==> src/rtl/mips_pkg.sv <==
// Shared definitions for the MIPS instruction fetch unit: redirect kinds,
// fetch FSM states and the jump-field width.
package mips_pkg;

    localparam int JUMP_W = 26;

    typedef enum logic [1:0] {
        REDIR_NONE   = 2'd0,
        REDIR_BRANCH = 2'd1,
        REDIR_JUMP   = 2'd2,
        REDIR_REG    = 2'd3
    } redir_t;

    typedef enum logic [1:0] {
        ST_IDLE  = 2'd0,
        ST_REQ   = 2'd1,
        ST_DRAIN = 2'd2
    } fetch_state_t;

endpackage

==> src/rtl/fetch_fifo.sv <==
// Prefetch buffer: DEPTH-entry FIFO with synchronous flush. The head is
// forced to zero while empty so nothing stale is visible downstream.
module fetch_fifo #(
    parameter int DEPTH = 4,
    parameter int WIDTH = 64
) (
    input  logic                   clk,
    input  logic                   rst_n,
    input  logic                   flush,
    input  logic                   push,
    input  logic [WIDTH-1:0]       wdata,
    input  logic                   pop,
    output logic [WIDTH-1:0]       rdata,
    output logic                   full,
    output logic                   empty,
    output logic [$clog2(DEPTH):0] count
);
    localparam int AW = $clog2(DEPTH);
    localparam logic [AW:0] FULL_CNT = DEPTH[AW:0];

    logic [WIDTH-1:0] mem [DEPTH];
    logic [AW-1:0]    wr_ptr;
    logic [AW-1:0]    rd_ptr;
    logic             do_push;
    logic             do_pop;

    assign empty   = (count == '0);
    assign full    = (count == FULL_CNT);
    assign do_pop  = pop && !empty;
    assign do_push = push && (!full || do_pop);
    assign rdata   = empty ? '0 : mem[rd_ptr];

    always_ff @(posedge clk or negedge rst_n) begin
        if (!rst_n) begin
            wr_ptr <= '0;
            rd_ptr <= '0;
            count  <= '0;
        end else if (flush) begin
            wr_ptr <= '0;
            rd_ptr <= '0;
            count  <= '0;
        end else begin
            if (do_push) wr_ptr <= wr_ptr + 1'b1;
            if (do_pop)  rd_ptr <= rd_ptr + 1'b1;
            case ({do_push, do_pop})
                2'b10:   count <= count + 1'b1;
                2'b01:   count <= count - 1'b1;
                default: count <= count;
            endcase
        end
    end

    always_ff @(posedge clk) begin
        if (do_push && !flush) mem[wr_ptr] <= wdata;
    end

endmodule

==> src/rtl/mips_fetch_unit.sv <==
// Instruction fetch unit: single-outstanding memory requester feeding a
// prefetch FIFO, with branch/jump/register redirect. Optional performance
// counters are built when MIPS_FETCH_PERF_EN is defined.
//
// state    | meaning
// ---------+------------------------------------------------------------
// ST_IDLE  | no request outstanding; issue one once a buffer slot is free
// ST_REQ   | request held on imem; ack pushes {rdata, addr} into buffer
// ST_DRAIN | request held after a redirect; ack data is thrown away
module mips_fetch_unit
    import mips_pkg::*;
#(
    parameter int                ADDR_W   = 32,
    parameter int                DATA_W   = 32,
    parameter int                DEPTH    = 4,
    parameter logic [ADDR_W-1:0] RESET_PC = '0
) (
    input  logic              clk,
    input  logic              rst_n,
    output logic              imem_req,
    output logic [ADDR_W-1:0] imem_addr,
    input  logic              imem_ack,
    input  logic [DATA_W-1:0] imem_rdata,
    output logic              inst_valid,
    input  logic              inst_ready,
    output logic [DATA_W-1:0] inst_data,
    output logic [ADDR_W-1:0] inst_pc,
    input  logic              redir_valid,
    input  logic [1:0]        redir_type,
    input  logic [ADDR_W-1:0] redir_pc,
    input  logic [15:0]       redir_imm,
    input  logic [JUMP_W-1:0] redir_addr,
    input  logic [ADDR_W-1:0] redir_reg
`ifdef MIPS_FETCH_PERF_EN
    ,
    output logic [31:0]       perf_fetch,
    output logic [31:0]       perf_flush
`endif
);
    localparam int                PW  = $clog2(DEPTH);
    localparam logic [ADDR_W-1:0] ONE = 1;

    fetch_state_t              state, state_d;
    logic [ADDR_W-1:0]         pc, pc_d;
    logic [ADDR_W-1:0]         addr_q, addr_d;
    logic [ADDR_W-1:0]         redir_pc_inc;
    logic [ADDR_W-1:0]         redir_tgt;
    logic                      redir;
    logic                      push, pop;
    logic                      full, empty;
    logic                      slot_free, slot_after;
    logic [PW:0]               count;
    logic [DATA_W+ADDR_W-1:0]  head;

    assign redir        = redir_valid && (redir_type != REDIR_NONE);
    assign inst_valid   = !empty;
    assign pop          = inst_valid && inst_ready;
    assign push         = (state == ST_REQ) && imem_ack && !redir;
    assign slot_free    = !full || pop;
    // room for one more after the word landing this cycle
    assign slot_after   = (int'(count) < DEPTH - 1) || pop;
    assign redir_pc_inc = redir_pc + ONE;

    always_comb begin
        redir_tgt = redir_reg;
        case (redir_type)
            REDIR_BRANCH: redir_tgt = redir_pc_inc + {{(ADDR_W-16){redir_imm[15]}}, redir_imm};
            REDIR_JUMP:   redir_tgt = {redir_pc_inc[ADDR_W-1:JUMP_W], redir_addr};
            default:      redir_tgt = redir_reg;
        endcase
    end

    always_comb begin
        state_d = state;
        pc_d    = pc;
        case (state)
            ST_IDLE: begin
                if (!redir && slot_free) state_d = ST_REQ;
            end
            ST_REQ: begin
                if (imem_ack) begin
                    if (redir) begin
                        state_d = ST_REQ;
                    end else begin
                        pc_d    = pc + ONE;
                        state_d = slot_after ? ST_REQ : ST_IDLE;
                    end
                end else if (redir) begin
                    state_d = ST_DRAIN;
                end
            end
            ST_DRAIN: begin
                if (imem_ack) state_d = ST_IDLE;
            end
            default: state_d = ST_IDLE;
        endcase
        if (redir) pc_d = redir_tgt;
        // the drained request keeps its address; otherwise track the PC
        addr_d = (state_d == ST_DRAIN) ? addr_q : pc_d;
    end

    always_ff @(posedge clk or negedge rst_n) begin
        if (!rst_n) begin
            state  <= ST_IDLE;
            pc     <= RESET_PC;
            addr_q <= RESET_PC;
        end else begin
            state  <= state_d;
            pc     <= pc_d;
            addr_q <= addr_d;
        end
    end

    assign imem_req  = (state == ST_REQ) || (state == ST_DRAIN);
    assign imem_addr = addr_q;

    fetch_fifo #(
        .DEPTH (DEPTH),
        .WIDTH (DATA_W + ADDR_W)
    ) u_fifo (
        .clk   (clk),
        .rst_n (rst_n),
        .flush (redir),
        .push  (push),
        .wdata ({imem_rdata, addr_q}),
        .pop   (pop),
        .rdata (head),
        .full  (full),
        .empty (empty),
        .count (count)
    );

    assign inst_data = head[DATA_W+ADDR_W-1:ADDR_W];
    assign inst_pc   = head[ADDR_W-1:0];

`ifdef MIPS_FETCH_PERF_EN
    always_ff @(posedge clk or negedge rst_n) begin
        if (!rst_n) begin
            perf_fetch <= '0;
            perf_flush <= '0;
        end else begin
            if (push && (perf_fetch != '1))  perf_fetch <= perf_fetch + 32'd1;
            if (redir && (perf_flush != '1)) perf_flush <= perf_flush + 32'd1;
        end
    end
`endif

endmodule

==> config.mk <==
export PLATFORM = sky130hd
export DESIGN_NAME = mips_fetch_unit
export DESIGN_NICKNAME = d
export VERILOG_FILES = /design/src/rtl/mips_pkg.sv /design/src/rtl/fetch_fifo.sv /design/src/rtl/mips_fetch_unit.sv
export SDC_FILE = /design/constraint.sdc
export NUM_CORES = 1
export LEC_CHECK = 0
export ABC_AREA = 1
export BUFFER_PORTS_ARGS = -buffer_cell sky130_fd_sc_hd__buf_2
export CAP_MARGIN = 25
export CORE_ASPECT_RATIO = 0.7
export CORE_MARGIN = 3
export CORE_UTILIZATION = 44
export CTS_BUF_LIST = sky130_fd_sc_hd__clkbuf_8
export DETAILED_ROUTE_END_ITERATION = 10
export PLACE_DENSITY = 0.67
export SLEW_MARGIN = 20
export SYNTH_ARGS = -nofsm -noshare
export SYNTH_HDL_FRONTEND = slang
export SYNTH_SLANG_ARGS = --single-unit
==> constraint.sdc <==
create_clock -name clk -period 6.86 [get_ports clk]
set_input_delay 0.686 -clock clk [delete_from_list [all_inputs] [get_ports clk]]
set_output_delay 0.686 -clock clk [all_outputs]
set_load 0.005 [all_outputs]
Word-level counts from Yosys, hierarchy flattened
Memory sizes are Yosys's and may differ from the RTL's.
Index checks and enable logic that the tools add are counted.
{ "word_totals": {"regBits": 73, "input_bits": 145, "mem_bits_rw": 256, "mem_count": 1} }
{ "memory_table": {"columns": ["memory", "words", "width", "rd", "rd_ports_with_merged_regs", "wr", "line_no", "text"], "rows": [
  ["u_fifo.mem", 4, 64, 1, 0, 1, "fetch_fifo.sv:21", "logic [WIDTH-1:0] mem [DEPTH];"]
]} }
{ "classes": {"addsub": 7, "eq_ne": 8, "reduce_logical": 21, "magnitude_cmp": 1, "n_mux": 20} }
{ "op_table": {"columns": ["cell", "n"], "rows": [
  ["32-bit two-way mux", 3],
  ["32-bit by 1-bit adder with 32-bit output (second input constant)", 2],
  ["64-bit two-way mux", 1],
  ["32-bit case mux with 2 select lines", 1],
  ["32-bit adder", 1],
  ["2-bit two-way mux", 8],
  ["2-bit equality test (second input constant)", 4],
  ["1-bit logical AND", 8],
  ["2-bit by 1-bit equality test with 1-bit output (second input constant)", 3],
  ["2-bit case mux with 3 select lines", 1],
  ["3-bit case mux with 2 select lines", 1],
  ["2-bit nonzero test", 3],
  ["2-bit by 1-bit adder with 2-bit output (second input constant)", 2],
  ["1-bit logical OR", 4],
  ["1-bit two-way mux", 4],
  ["3-bit by 1-bit adder with 3-bit output (second input constant)", 1],
  ["3-bit equality test (second input constant)", 1],
  ["1-bit logical NOT", 3],
  ["3-bit logical NOT", 1],
  ["3-bit by 2-bit < comparator with 1-bit output (second input constant)", 1],
  ["3-bit two-way mux", 1],
  ["3-bit nonzero test", 1],
  ["3-bit by 1-bit subtractor with 3-bit output (second input constant)", 1],
  ["2-bit logical NOT", 1]
]} }

Logic depth before layout (Yosys ltp)
{ "depth": {"ltp_word": 9, "ltp_mapped": 26, "mapped_depth_nobuf": 26} }

Hierarchy
Synthesis repeated with hierarchy kept, for this count alone.
{ "unflattened": {"cells_unflattened": 2069, "area_unflattened_um2": 17698.2} }
{ "modules_own_cells": {"columns": ["mod", "instances", "area_per_inst_um2", "cells_per_inst"], "rows": [
  ["fetch_fifo", 1, 10367.4, 822],
  ["mips_fetch_unit", 1, 7330.8, 1247]
]} }

Least setup slack after synthesis
OpenSTA, ideal clock, no wires.
{ "synth_timing": {"path_type": "input to register", "startpoint": "in redir_type[0]", "endpoint": "mem u_fifo.mem[0][0], enable pin", "slack_ps": 2308, "path_buffers": 0, "required_ps": 6374, "path_stages": 8, "t_arrival_ps": 4066, "cell_sequence": "inv_1 ha_1 nor2_1 inv_2 o21ai_2 nor2_1 inv_1 nor2_1"} }
{ "synth_via": {"elab_chain_len": 8} }
{ "synth_rtl": {"columns": ["item", "line_no", "text"], "rows": [
  ["start, declared", "mips_fetch_unit.sv:29", "input logic [1:0] redir_type,"],
  ["2-bit nonzero test *", "mips_fetch_unit.sv:55", "assign redir = redir_valid && (redir_type != REDIR_NONE);"],
  ["1-bit logical AND *", "mips_fetch_unit.sv:55", null],
  ["1-bit logical NOT *", "fetch_fifo.sv:54, mips_fetch_unit.sv:58", null],
  ["1-bit logical AND", "mips_fetch_unit.sv:58", "assign push = (state == ST_REQ) && imem_ack && !redir;"],
  ["1-bit logical AND", "fetch_fifo.sv:30", "assign do_push = push && (!full || do_pop);"],
  ["1-bit logical AND *", "fetch_fifo.sv:54", "if (do_push && !flush) mem[wr_ptr] <= wdata;"],
  ["1-bit two-way mux *", "fetch_fifo.sv:54", null],
  ["1-bit two-way mux (implied by the code) *", "fetch_fifo.sv:54", null],
  ["end, declared", "fetch_fifo.sv:21", null]
]} }
Every way passes the cells marked *; elsewhere a longest branch is shown, timed or not.

Final worst setup path
{ "layout_timing": {"startpoint": "reg u_fifo.rd_ptr[0]", "endpoint": "out inst_pc[12]"} }
{ "layout_via": {"elab_chain_len": 2} }
{ "layout_rtl": {"columns": ["item", "line_no", "text"], "rows": [
  ["start, declared", "fetch_fifo.sv:23", "logic [AW-1:0] rd_ptr;"],
  ["start signal, assigned", "fetch_fifo.sv:44", "if (do_pop) rd_ptr <= rd_ptr + 1'b1;"],
  ["memory read 4 x 64 bit", null, null],
  ["64-bit two-way mux", "fetch_fifo.sv:31", "assign rdata = empty ? '0 : mem[rd_ptr];"],
  ["end, declared", "mips_fetch_unit.sv:27", "output logic [ADDR_W-1:0] inst_pc,"]
]} }
No other way between the ends.

==> results.py <==
metrics = {
    "outcome": {
        "status": "finished clean",
    },
    "sta": {
        "finalSetupViolations": 0,
        "relSlewSlack_pct": 33.0,
        "setup_tns_ns": 0,
        "layout_min_cycle_time_ns": 4.12,
        "slew_viol_final": 0,
        "hold_viol": 0,
        "layout_setup_ws_ns": 2.74,
        "max_freq_ghz": 0.243,
        "rsz0062_at_grt": "false",
        "worst_pin_slew_ns": 1.00,
        "fin_skew_ns": 0.0239,
        "fin_crit_sh_pct": 60.0,
    },
    "grt": {
        "grt_pass1_wl_um": 81100,
        "grt_pass1_vias": 14200,
        "overflow": 0,
        "grt_max_degree": 79,
        "grt_use_total_pct": 24.2,
        "antenna_found_initial": 2,
    },
    "logic_synthesis": {
        "synth_seq_area_share_pct": 53.7,
        "yosys.cell_types.count": 51,
        "synth_nets": 2255,
        "ys_ff_latch": 329,
        "yosys-top-cells-count": "nand2_1 (438), nor2_1 (396), edfxtp_1 (256)",
        "synthMostInstantiatedCell": "nand2_1",
        "syn_inst": 2058,
        "netlist.area_leader.share_pct": 43.4,
        "synth-edff-count": 256,
        "netlist_area_sq_um": 17700,
        "synth.avg_cell_area_sq_um": 8.61,
        "synthArstFlopShare_pct": 22.2,
        "yosys_warnings": 0,
        "yosysTopAreaCell": "edfxtp_1",
        "synth_ff_type": "edfxtp_1",
        "synth.area.top_cells": "edfxtp_1 (43%), dfrtp_1 (10%), nand2_1 (9.3%)",
    },
    "clock_network": {
        "cts_made_buffers": 45,
        "cts.clk_slew.worst_paths_ns": 0.07,
        "post-cts-setup-buffers": 0,
        "clkLatencyLatePin_ns": 0.58,
        "tritoncts": "done",
        "htree_levels": 2,
        "cts_resized": 0,
        "cts_hold_buf": 0,
        "clockBufferDepth": 3,
        "cts_sinks": 329,
        "root_buffer": "clkbuf_8",
    },
    "floorplanning": {
        "die_h_um": 174,
        "rows": 60,
        "core-area_sq_um": 39000,
        "ioPinCount": 243,
        "die-width_um": 246,
        "die_area_sq_um": 42800,
        "initial_core_util_pct": 45.4,
    },
    "drt": {
        "first_pass_iters": 5,
        "drt-total-wl_um": 52700,
        "vias_per_cell": 5.25,
        "route.detailed.drc": 0,
        "final_antenna_net_count": 0,
        "routedWlPerCell_um": 18.4,
        "drtIter0Drc": 1341,
        "dr_total_vias": 15000,
    },
    "placement": {
        "dp_slack_ns": 2.35,
        "dp_hpwl_um": 37400,
        "place_area_sq_um": 19400,
        "port_buffers": 242,
        "gp_congestion": 1.01,
    },
    "setup_path": {
        "crit_path_start": "u_fifo.rd_ptr[0]",
        "cp-end-kind": "primary output",
        "cp.arrival_ns": 3.43,
        "r2r_start": "state[1]",
        "start_kind": "register",
        "critPathMaxFanout": 78,
        "r2r_slack_ns": 3.62,
        "crit_path_end": "inst_pc[12]",
        "reg2regPathDepth": 7,
        "crit_required_ns": 6.17,
        "path_class": "reg2out",
        "r2r_end": "u_fifo.mem[2][10]",
    },
    "layout": {
        "area_delta_synth_final_pct": 14.7,
        "stdcell_area_sq_um": 20300,
        "layout-drive-gt1-share_pct": 16.7,
        "nets": 2487,
    },
    "run": {
        "max-cap-violations": 0,
    },
    "pwr": {
        "ir_worst_vdd_v": 0.000175,
        "power.leakage_nw": 9.03,
        "finalPower_w": 0.00623,
        "power_density_nw_per_um2": 306,
    },
    "worst_hold_path": {
        "min_path_type": "in2reg",
    },
}
[metal layers]
| metal | vias to the layer above | share of wire (%) | wire (um) | global-route usage (%) |
|---|---|---|---|---|
| met2 | 485 | 43 | 22500 | 35.6 |
| li1 | 7299 | - | - | - |
| met1 | 7142 | 48 | 25500 | 37.6 |
| met5 | - | 0 | 0 | 0 |
| met4 | 0 | 1.9 | 1010 | 5.31 |
| met3 | 70 | 6.9 | 3610 | 3.98 |
[final cells by class]
class / instances / area, sq um
antenna: 4 / 10.0
clock buffer: 50 / 688
clock inverter: 34 / 173
fill: 3684 / 18700
inverter: 200 / 753
multi-input combinational: 1457 / 7170
sequential: 329 / 9520
tap: 527 / 659
timing repair buffer: 257 / 1350
[stage by stage]
stage / hold slack [ns] / utilization (%) / std cells
global route: 0.274 / 52.0 / 2856
global placement: 0.537 / 49.7 / 2768
finish: 0.320 / 52.1 / 2858
detailed placement: 0.538 / 49.7 / 2768
floorplan: 0.390 / - / 2058
CTS: 0.276 / 51.9 / 2852
[logic make-up (layout without fill, tap and decap cells)]
kind of cell	after synthesis	in the layout	synth area share [%]
adder cells (fa/ha/maj)	52	52	3.76
buffers and inverters	272	541	6.01
XOR/XNOR	33	33	1.63
AND/OR/NAND/NOR	1020	1020	24.3
other	0	4	0
AO/OA/AOI/OAI	352	352	10.6
flip-flops	329	329	53.7
[worst min path at each step]
| stage | cells after the start | startpoint | to |
|---|---|---|---|
| after floorplan | 0 | rst_n | imem_addr[0] |
| final | 1 | imem_rdata[29] | u_fifo.mem[3][61] |
| after CTS | 1 | rst_n | pc[8] |
| after global placement | 0 | imem_addr[11] | u_fifo.mem[2][11] |
| after global routing | 1 | imem_rdata[29] | u_fifo.mem[3][61] |
| after detailed placement | 0 | imem_addr[11] | u_fifo.mem[2][11] |
[report_power, final]
part	switching [W]	internal, W	total, W
combinational	0.00135	0.000710	0.00206
clock	0.000744	0.000713	0.00146
sequential	0.000239	0.00247	0.00271
total	0.00233	0.00389	0.00623
[cell usage in the layout (no fill, tap or decap), types with 4 or more instances in the layout]
cell,count
nand2_1,438
nor2_1,391
edfxtp_1,256
buf_2,241
inv_1,202
o21ai_0,172
a21oi_1,131
nand3_1,77
dfrtp_1,71
ha_1,50
clkbuf_8,50
nor3_1,23
xor2_1,20
nand4_1,20
nand2_2,16
clkinv_1,15
buf_4,14
xnor2_1,13
o21ai_1,13
nor3_2,9
inv_2,8
o21bai_1,8
nor2_4,7
nor2_2,7
or2_2,5
o211ai_1,5
diode_2,4
nand3_2,4
o22ai_1,4
a21o_1,4
nor4_1,4
a31oi_1,4
clkinv_2,4
[state kept, by name, indices dropped and copies added, names as in the netlist]
name,cells
u_fifo.rd_ptr,2
u_fifo.wr_ptr,2
u_fifo.mem,256
pc,32
state,2
u_fifo.count,3
imem_addr,32
[worst max-delay path, stage by stage, from the launching register on]
cell and delay (ns):
dfrtp_4 0.74, inv_2 0.69, buf_4 0.71, o21ai_0 0.20, a21oi_1 0.31, buf_2 0.17
Power figures use the tool's default switching activity.
